**config.mk**
```make
export PLATFORM = sky130hd
export DESIGN_NAME = ddfs_sweep_ctrl
export DESIGN_NICKNAME = d
export VERILOG_FILES = /design/src/rtl/ddfs_pkg.sv /design/src/rtl/ddfs_dwell_timer.sv /design/src/rtl/ddfs_sweep_ctrl.sv
export SDC_FILE = /design/constraint.sdc
export NUM_CORES = 1
export LEC_CHECK = 0
export CORE_MARGIN = 5
export CORE_UTILIZATION = 44
export DETAILED_ROUTE_END_ITERATION = 8
export PLACE_DENSITY = 0.78
export SLEW_MARGIN = 20
export SYNTH_ARGS = -nofsm -noshare
export SYNTH_HDL_FRONTEND = slang
export SYNTH_SLANG_ARGS = --single-unit
```
**constraint.sdc**
```tcl
create_clock -name i_clk -period 5.8 [get_ports i_clk]
set_clock_uncertainty 0.1 [all_clocks]
set_input_delay 0.58 -clock i_clk [delete_from_list [all_inputs] [get_ports i_clk]]
set_output_delay 0.58 -clock i_clk [all_outputs]
set_load 0.02 [all_outputs]
```
**src/rtl/ddfs_pkg.sv**
```systemverilog
// Shared definitions for the DDFS sweep controller: state encoding and default widths.
// Pure declarations, no logic.
package ddfs_pkg;
    localparam int FCW_WIDTH_DEF   = 32;
    localparam int DWELL_WIDTH_DEF = 16;

    typedef enum logic [1:0] {
        ST_IDLE  = 2'd0,
        ST_DWELL = 2'd1,
        ST_LAST  = 2'd2
    } state_t;
endpackage

```
**src/rtl/ddfs_dwell_timer.sv**
```systemverilog
// Down-counter that reloads on i_load and reports expiry while at zero.
// Zero latency: o_expire is combinational from the count; no backpressure.
module ddfs_dwell_timer #(
    parameter int DWELL_WIDTH = 16
) (
    input  logic                   i_clk,
    input  logic                   i_rst,
    input  logic                   i_load,
    input  logic [DWELL_WIDTH-1:0] i_value,
    output logic                   o_expire
);
    logic [DWELL_WIDTH-1:0] r_cnt;

    always_ff @(posedge i_clk) begin
        if (i_rst) begin
            r_cnt <= '0;
        end else if (i_load) begin
            r_cnt <= i_value;
        end else if (r_cnt != '0) begin
            r_cnt <= r_cnt - 1'b1;
        end
    end

    assign o_expire = (r_cnt == '0);
endmodule

```
**src/rtl/ddfs_sweep_ctrl.sv**
```systemverilog
// Frequency sweep sequencer for a DDFS: steps o_freq_control from start to stop, holding each word dwell+1 cycles.
// Word updates one cycle after a decision; no backpressure. Define SWEEP_DOWN_EN to add i_dir (downward sweeps).
module ddfs_sweep_ctrl
    import ddfs_pkg::*;
#(
    parameter int FCW_WIDTH   = FCW_WIDTH_DEF,
    parameter int DWELL_WIDTH = DWELL_WIDTH_DEF
) (
    input  logic                   i_clk,
    input  logic                   i_rst,
    input  logic                   i_start,
    input  logic                   i_abort,
    input  logic [FCW_WIDTH-1:0]   i_start_fcw,
    input  logic [FCW_WIDTH-1:0]   i_stop_fcw,
    input  logic [FCW_WIDTH-1:0]   i_step_fcw,
    input  logic [DWELL_WIDTH-1:0] i_dwell,
    input  logic                   i_continuous,
`ifdef SWEEP_DOWN_EN
    input  logic                   i_dir,
`endif
    output logic [FCW_WIDTH-1:0]   o_freq_control,
    output logic                   o_busy,
    output logic                   o_done,
    output logic                   o_wrap
);
    state_t                 r_state;
    logic [FCW_WIDTH-1:0]   r_start, r_stop, r_step, r_freq;
    logic [DWELL_WIDTH-1:0] r_dwell;
    logic                   r_cont, r_done, r_wrap;

    logic                   w_accept, w_expire, w_load;
    logic [DWELL_WIDTH-1:0] w_value;
    logic [FCW_WIDTH:0]     w_sum;
    logic [FCW_WIDTH-1:0]   w_next;
    logic                   w_clamp, w_degen_in, w_degen_lat;

    assign w_accept = (r_state == ST_IDLE) && i_start && !i_abort;
    assign w_sum    = {1'b0, r_freq} + {1'b0, r_step};

`ifdef SWEEP_DOWN_EN
    logic               r_dir;
    logic [FCW_WIDTH:0] w_diff;
    assign w_diff      = {1'b0, r_freq} - {1'b0, r_step};
    assign w_next      = r_dir ? w_diff[FCW_WIDTH-1:0] : w_sum[FCW_WIDTH-1:0];
    // MSB of the widened difference is the borrow
    assign w_clamp     = r_dir ? (w_diff[FCW_WIDTH] || (w_diff[FCW_WIDTH-1:0] <= r_stop))
                               : (w_sum[FCW_WIDTH]  || (w_sum[FCW_WIDTH-1:0]  >= r_stop));
    assign w_degen_in  = i_dir ? (i_start_fcw <= i_stop_fcw) : (i_start_fcw >= i_stop_fcw);
    assign w_degen_lat = r_dir ? (r_start <= r_stop) : (r_start >= r_stop);
`else
    assign w_next      = w_sum[FCW_WIDTH-1:0];
    assign w_clamp     = w_sum[FCW_WIDTH] || (w_sum[FCW_WIDTH-1:0] >= r_stop);
    assign w_degen_in  = (i_start_fcw >= i_stop_fcw);
    assign w_degen_lat = (r_start >= r_stop);
`endif

    assign w_load  = w_accept || (w_expire && (r_state != ST_IDLE) && !i_abort);
    assign w_value = w_accept ? i_dwell : r_dwell;

    ddfs_dwell_timer #(.DWELL_WIDTH(DWELL_WIDTH)) u_timer (
        .i_clk    (i_clk),
        .i_rst    (i_rst),
        .i_load   (w_load),
        .i_value  (w_value),
        .o_expire (w_expire)
    );

    always_ff @(posedge i_clk) begin
        if (i_rst) begin
            r_state <= ST_IDLE;
            r_start <= '0;
            r_stop  <= '0;
            r_step  <= '0;
            r_dwell <= '0;
            r_cont  <= 1'b0;
            r_freq  <= '0;
            r_done  <= 1'b0;
            r_wrap  <= 1'b0;
`ifdef SWEEP_DOWN_EN
            r_dir   <= 1'b0;
`endif
        end else begin
            r_done <= 1'b0;
            r_wrap <= 1'b0;
            if (i_abort) begin
                r_state <= ST_IDLE;
            end else begin
                case (r_state)
                    ST_IDLE: if (i_start) begin
                        r_start <= i_start_fcw;
                        r_stop  <= i_stop_fcw;
                        r_step  <= i_step_fcw;
                        r_dwell <= i_dwell;
                        r_cont  <= i_continuous;
`ifdef SWEEP_DOWN_EN
                        r_dir   <= i_dir;
`endif
                        r_freq  <= i_start_fcw;
                        // A zero step is a CW tone and must never reach LAST
                        r_state <= (w_degen_in && (i_step_fcw != '0)) ? ST_LAST : ST_DWELL;
                    end
                    ST_DWELL: if (w_expire && (r_step != '0)) begin
                        if (w_clamp) begin
                            r_freq  <= r_stop;
                            r_state <= ST_LAST;
                        end else begin
                            r_freq  <= w_next;
                        end
                    end
                    ST_LAST: if (w_expire) begin
                        if (r_cont) begin
                            r_freq  <= r_start;
                            r_wrap  <= 1'b1;
                            r_state <= w_degen_lat ? ST_LAST : ST_DWELL;
                        end else begin
                            r_done  <= 1'b1;
                            r_state <= ST_IDLE;
                        end
                    end
                    default: r_state <= ST_IDLE;
                endcase
            end
        end
    end

    assign o_freq_control = r_freq;
    assign o_busy         = (r_state != ST_IDLE);
    assign o_done         = r_done;
    assign o_wrap         = r_wrap;
endmodule

```
==> impl_metrics.yaml, run 1 <==
die:
  ios: 152
  die_h_um: 169.6
  fp.dieArea_um2: 28770
  row_count: 58
  chipWidth_um: 169.6
  core_area_um2: 25110
  initial_core_util: 0.4464
global_routing:
  grt_first_pass_wirelength_um: 54520
  busiest_layer: "met2"
  use_met1: 0.3356
  antenna_found_initial: 0
  grt_pass1_vias: 10210
  gr-total-overflow: 0
  met2_usage: 0.3542
  met3_usage: 0.05823
  grt_start_max_net_pins: 88
  grt_usage: 0.2348
place:
  place_area_um2: 12900
  place.gp.congestion: 0.9296
  numPortBuffers: 151
  dp_slack_ns: 0.7346
  dpl.cell_count: 1870
  dp_hpwl_um: 26630
worst_setup_path:
  reg2reg_depth: 18
  slowest_stage: "a211o_1"
  critical-path-top-delay-family: "compound AO/OA/AOI/OAI gates"
  crit_chain: "ha_1 -> fa_1 -> a211oi_1 -> o211ai_1 -> a32o_1 -> or2_2 -> a311oi_1 -> xnor2_1 -> ha_1 -> nand4_1 -> nor3_1 -> a211oi_1 -> o221ai_1 -> a211o_1 -> buf_12 -> mux2_2 -> a221oi_1 -> nor3_1"
  start_kind: "flop"
  cp.depth: 18
  worstSetupStartpoint: "o_freq_control[0]"
  crit_buf_inv: 1
  endpoint_kind: "flop"
  worstPathMaxFanout: 22
  path_class: "flop to flop"
  r2r-start: "o_freq_control[0]"
  critPathArrivalTime_ns: 5.40
  r2r_slack_ns: 0.58
  timing.rr.end: "o_freq_control[0]"
  cp.required_ns: 5.97
  max_stage_delay_ns: 0.51
power_and_ir_drop:
  p_seq_frac: 0.346
  intPower_mw: 2.562
  power.share.clock: 0.281
  ir_drop_mv: 0.1859
  p_comb_frac: 0.373
  switching_share: 0.3573
  power_leakage_nw: 5.486
  power.total_mw: 3.986
  p_sw_mw: 1.424
  cellPowerDensity_nw_per_um2: 295.9
sta:
  max_slew_margin: 0.3654
  maxSlewViolCount: 0
  final.setup.tns_ns: 0
  period_needed_ns: 5.222
  worstMarginPinSlew_ns: 0.9441
  post-route-period-util: 0.9004
  rsz0062_at_grt: "false"
  setup_viol: 0
  hold_viol_final: 0
  max_freq_mhz: 191.5
  setup_ws_ns: 0.5775
  holdWs_ns: 0.3576
clock_tree:
  cts_resized: 0
  clk_path_buf_depth: 2
  cts_buffers: 17
  clkSinkCount: 165
  cts_max_level: 4
  postCtsSetupBuffers: 0
  root_buffer: "clkbuf_16"
  clkTransAtPathRegs_ns: 0.07
  cts_hold_buf: 0
  worstSkewPairLatency_ns: 0.43
  cts_tree: "done"
finish:
  post-route-util: 0.5366
  drive_above_1_share: 0.05920
  nNetsFinal: 1812
  fin_area_um2: 13470
  finalNonFillerCells: 1901
  diodes: 0
  fill_cells: 2389
  syn_to_final_growth_pct: 20.19
synthesis:
  async_flop_share: 0
  synth_seq_cells: 165
  synth.largest_area_cell: "dfxtp_1"
  yosys-top-cells-area: "dfxtp_1 29%, ha_1 15%, nand2_1 9.9%"
  synth_edf_count: 0
  postSynthCellCount: 1461
  synth_nets: 1714
  yosys_warnings: 0
  synth_top_area_frac: 0.2947
  syn_area_per_cell_um2: 7.672
  synth_area_um2: 11210
  synthFlopType: "dfxtp_1"
  synth_cell_types: 62
  synth_seq_area_share: 0.2947
detailed_routing:
  viasPerCell: 5.743
  antenna_left: 0
  drc: 0
  wl_per_cell_um: 18.22
  firstDrtPassIters: 7
  via_count: 10920
  drt_wl_total_um: 34640
  drt_iter0_markers: 1147
hold_path:
  holdPathStages: 2
  hold_path_end: "r_dwell[11]"
  hold_start: "r_dwell[11]"
  hold_class: "flop to flop"
run:
  cap_violations: 0
status:
  outcome: "completed"
registers in the layout (all words and copies together) (netlist names):
register,cells
o_done,1
u_timer.r_cnt,16
r_cont,1
o_wrap,1
r_dwell,16
r_start,32
r_step,32
r_stop,32
o_freq_control,32
r_state,2
routing by layer:
metal	vias to the layer above	wire length, µm	share of wire
li1	5380	-	-
met1	5072	15750	0.45
met2	427	15000	0.43
met3	39	3340	0.096
met4	0	554	0.016
met5	-	0	0
worst max-delay path by stage:
stage,end
floorplan,o_freq_control[0]
global placement,o_freq_control[1]
detailed placement,o_freq_control[1]
CTS,o_freq_control[1]
global route,o_freq_control[1]
finish,o_freq_control[0]
area by class of cell:
type                            count  area, µm²  area share
Clock buffer                       23      467.9     0.03473
Clock inverter                      8      101.3    0.007522
Inverter                           79      296.5     0.02201
Multi-Input combinational cell   1134       7287      0.5409
Sequential cell                   165       3303      0.2452
Tap cell                          330      412.9     0.03065
Timing Repair Buffer              162       1604      0.1191
layout by cell type, fill, tap and decap left out, drive strengths merged, types with 4 or more instances in the layout:
cell type      netlist  layout
xnor2               23      23
o31ai               14      14
o211ai              17      17
ha                 135     135
inv                 79      79
nor2                71      71
clkbuf              69      23
a211o                4       4
buf                 14      12
mux2i               13      13
nand4               25      25
mux2                25      25
nand2              297     297
nor3                21      21
a21o                24      24
a21oi              200     200
a211oi              17      17
or3                  5       5
nand3               43      43
a221oi               8       8
clkdlybuf4s50        0     150
o21a                 5       5
nor4                22      22
xor2                19      19
nand2b              12      12
a31o                 5       5
o41ai                9       9
o21ai               54      54
dfxtp              165     165
a31oi               14      14
nor2b                7       7
tightest hold or removal path, cell delays in order (launching register included):
cell and delay [ns]:
dfxtp_1 0.31, nand2_1 0.05, a21oi_1 0.05
cells by family (layout without fill, tap and decap cells):
family / after synthesis / in the layout / synth area share
buffers and inverters: 162 / 272 / 0.05704
multiplexers: 38 / 38 / 0.03672
XOR/XNOR: 42 / 42 / 0.03282
flip-flops: 165 / 165 / 0.2947
adder cells (fa/ha/maj): 136 / 136 / 0.1525
AND/OR/NAND/NOR: 519 / 519 / 0.2053
AO/OA/AOI/OAI: 399 / 399 / 0.2210
synthesized netlist by cell type, types with 4 or more instances:
cell	count
a211o_1	4
a31oi_1	14
xor2_1	19
o21a_1	5
a31o_2	5
o41ai_2	9
nor4_1	22
a211oi_1	17
buf_2	7
inv_1	79
or3_1	4
nand3_1	43
o31ai_1	14
dfxtp_1	165
xnor2_1	23
clkbuf_1	69
nand2_1	297
o211ai_1	17
o21ai_0	53
nor2b_1	7
a221oi_1	8
nand4_1	24
nor3_1	20
nor2_1	69
nand2b_1	12
a21oi_1	199
mux2_2	25
a21o_1	24
ha_1	135
mux2i_1	13
power groups by stage:
stage | Combinational, mW | Clock (mW) | Sequential [mW]
floorplan | 1.04 | 0 | 1.39
global placement | 1.43 | 0 | 1.39
detailed placement | 1.46 | 0 | 1.40
CTS | 1.47 | 1.14 | 1.38
global route | 1.63 | 1.19 | 1.39
finish | 1.49 | 1.12 | 1.38
(Power assumes the default switching activity.)
==> run 2: changes to the inputs <==
--- a/config.mk
+++ b/config.mk
@@ -5,11 +5,13 @@
 export SDC_FILE = /design/constraint.sdc
 export NUM_CORES = 1
 export LEC_CHECK = 0
-export CORE_MARGIN = 5
+export CORE_MARGIN = 8
 export CORE_UTILIZATION = 44
 export DETAILED_ROUTE_END_ITERATION = 8
+export GPL_ROUTABILITY_DRIVEN = 0
 export PLACE_DENSITY = 0.78
 export SLEW_MARGIN = 20
 export SYNTH_ARGS = -nofsm -noshare
 export SYNTH_HDL_FRONTEND = slang
+export SYNTH_HIERARCHICAL = 1
 export SYNTH_SLANG_ARGS = --single-unit
==> run 2 against run 1 <==
  * Core utilization is 0.42 points lower
  * Global-route usage is 1.3 points lower
  * Sequential share of layout area is 0.57 points lower
  * Fmax is 1.3% lower
  * Highest routed layer is now met5
  * Power is 5.3% higher
  * First-iteration DRC count is 19% lower
  * Via count is 5.2% higher
  * Register-to-register slack worse by 0.07 ns
  * Sequential power hardly changed
  * Critical path type unchanged
  * Flip-flop and latch count stayed put
  * Clock-buffer cell count is 4 lower
==> impl_metrics.yaml, run 2 <==
clock_tree:
  worstSkewPairLatency_ns: 0.45
  clk_path_buf_depth: 2
  clkSinkCount: 165
  postCtsSetupBuffers: 0
  cts_buffers: 17
  cts_hold_buf: 0
  cts_resized: 0
  clkTransAtPathRegs_ns: 0.06
  cts_tree: "done"
  root_buffer: "clkbuf_16"
  cts_max_level: 4
hold_path:
  hold_class: "flop to flop"
  holdPathStages: 2
  hold_start: "r_dwell[1]"
  hold_path_end: "r_dwell[1]"
synthesis:
  syn_area_per_cell_um2: 7.649
  synth_most_common_cell: "nand2_1"
  async_flop_share: 0
  synth_seq_area_share: 0.2870
  synth_nets: 1756
  postSynthCellCount: 1505
  yosys_warnings: 6
  synth_seq_cells: 165
  yosys-top-cells-count: "356 x nand2_1, 175 x a21oi_1, 165 x dfxtp_1"
  synth_top_area_frac: 0.2870
  synth_edf_count: 0
  synth.largest_area_cell: "dfxtp_1"
  synthFlopType: "dfxtp_1"
  synth_cell_types: 86
  yosys-top-cells-area: "dfxtp_1 29%, ha_1 14%, nand2_1 12%"
  synth_area_um2: 11510
worst_setup_path:
  start_kind: "flop"
  reg2reg_depth: 20
  timing.rr.end: "r_state[1]"
  worstPathMaxFanout: 15
  r2r-start: "r_step[0]"
  cp.required_ns: 6.03
  path_class: "flop to flop"
  endpoint_kind: "flop"
  r2r_slack_ns: 0.51
  critPathArrivalTime_ns: 5.52
die:
  fp.dieArea_um2: 31590
  die_h_um: 177.7
  row_count: 59
  initial_core_util: 0.4443
  core_area_um2: 25910
  ios: 152
  chipWidth_um: 177.7
detailed_routing:
  drt-met1-wl_um: 15630
  viasPerCell: 5.859
  wl_per_cell_um: 18.35
  antenna_left: 0
  firstDrtPassIters: 7
  met3WireLength_um: 3236
  wl_met2_um: 16150
  drt_iter0_markers: 930
  drc: 0
  drt_wl_total_um: 35960
  via_count: 11480
  topRoutingLayerUsed: "met5"
finish:
  multi_input_area_um2: 7600
  drive_above_1_share: 0.05662
  layout_common_cells: "356 x nand2_1, 175 x a21oi_1, 165 x dfxtp_1, 150 x clkdlybuf4s50_1, 132 x ha_1"
  final_common_cell: "nand2_1"
  nNetsFinal: 1864
  diodes: 0
  syn_to_final_growth_pct: 19.85
  seq_area_um2: 3303
  fill_cells: 2396
global_routing:
  grt_first_pass_wirelength_um: 56480
  gr-total-overflow: 0
  antenna_found_initial: 2
  grt_pass1_vias: 10640
  grt_usage: 0.2219
  grt_start_max_net_pins: 89
sta:
  setup_viol: 0
  max_freq_mhz: 189.0
  maxSlewViolCount: 0
  final.setup.tns_ns: 0
  setup_ws_ns: 0.5100
  max_slew_margin: 0.3121
  rsz0062_at_grt: "false"
  post-route-period-util: 0.9121
  worstMarginPinSlew_ns: 1.030
  period_needed_ns: 5.290
  holdWs_ns: 0.3622
  hold_viol_final: 0
status:
  outcome: "completed"
place:
  dp_hpwl_um: 26950
  dp_slack_ns: 0.6541
  numPortBuffers: 151
power_and_ir_drop:
  power_leakage_nw: 5.731
  ir_drop_mv: 0.1845
  cellPowerDensity_nw_per_um2: 304.3
  power.total_mw: 4.198
run:
  cap_violations: 0
==> run 2: cell types whose count changed in the layout (fill, tap and decap cells not counted), sizes merged, moves of 12 or more <==
cell / before / now
nand3: 43 / 29
nor2: 71 / 48
a21oi: 200 / 178
o21ai: 54 / 107
a21o: 24 / 36
nand2: 297 / 356
==> run 2: final cells by class <==
class	instances	area share
multi-input cells	1188	0.5509
flip-flops and latches	165	0.2394
repair buffers	163	0.1165
clock buffers	19	0.03211
well taps	335	0.03038
inverters	78	0.02122
clock inverters	12	0.009523
==> run 2: worst max-delay path by stage <==
stage                      startpoint                  to  slack [ns]  cells after the start
floorplan           o_freq_control[0]  o_freq_control[10]        1.41                     19
global placement    o_freq_control[0]          r_state[0]        0.74                     20
detailed placement  o_freq_control[0]          r_state[0]        0.65                     20
CTS                 o_freq_control[0]          r_state[1]        0.60                     20
global route        o_freq_control[0]          r_state[0]        0.28                     20
finish                      r_step[0]          r_state[1]        0.51                     20
==> run 2: stage by stage <==
step	instance area, µm²	utilization	instances
finish	13800	0.5324	1960
global route	13800	0.5324	1960
CTS	13770	0.5315	1959
detailed placement	13200	0.5093	1928
global placement	13200	0.5093	1928
floorplan	11510	-	1505
==> run 2: logic make-up (layout without fill, tap and decap cells) <==
kind of cell	count (synthesis)	after routing	synth area share
flip-flops	165	165	0.2870
XOR/XNOR	35	35	0.02663
buffers and inverters	152	272	0.05500
multiplexers	29	29	0.03141
AND/OR/NAND/NOR	560	560	0.2187
adder cells (fa/ha/maj)	134	134	0.1463
AO/OA/AOI/OAI	430	430	0.2350
==> run 2: per-layer routing <==
layer / up-vias / GRT usage
li1: 5528 / -
met1: 5364 / 0.2975
met2: 520 / 0.3492
met3: 68 / 0.04638
met4: 4 / 0.07364
met5: - / 0
==> run 2: report_power, final <==
group	total, mW	switching, mW	internal (mW)
Combinational	1.68	0.955	0.721
Sequential	1.39	0.135	1.25
Clock	1.13	0.490	0.642
Total	4.20	1.58	2.62
==> run 2: worst max-delay path: stages, from the launching register on <==
cell and delay, ns:
dfxtp_1 0.33, ha_1 0.22, fa_1 0.45, a211oi_2 0.28, o21ai_1 0.18, a311oi_2 0.38, o21ai_1 0.18, a221oi_1 0.32
xnor2_1 0.20, ha_1 0.29, nand2_1 0.07, o21ai_1 0.06, a221oi_1 0.33, nor3_1 0.08, nor3_1 0.33, o211ai_4 0.31
buf_4 0.33, buf_4 0.21, nor2_4 0.16, nor3_1 0.08, a22o_1 0.25
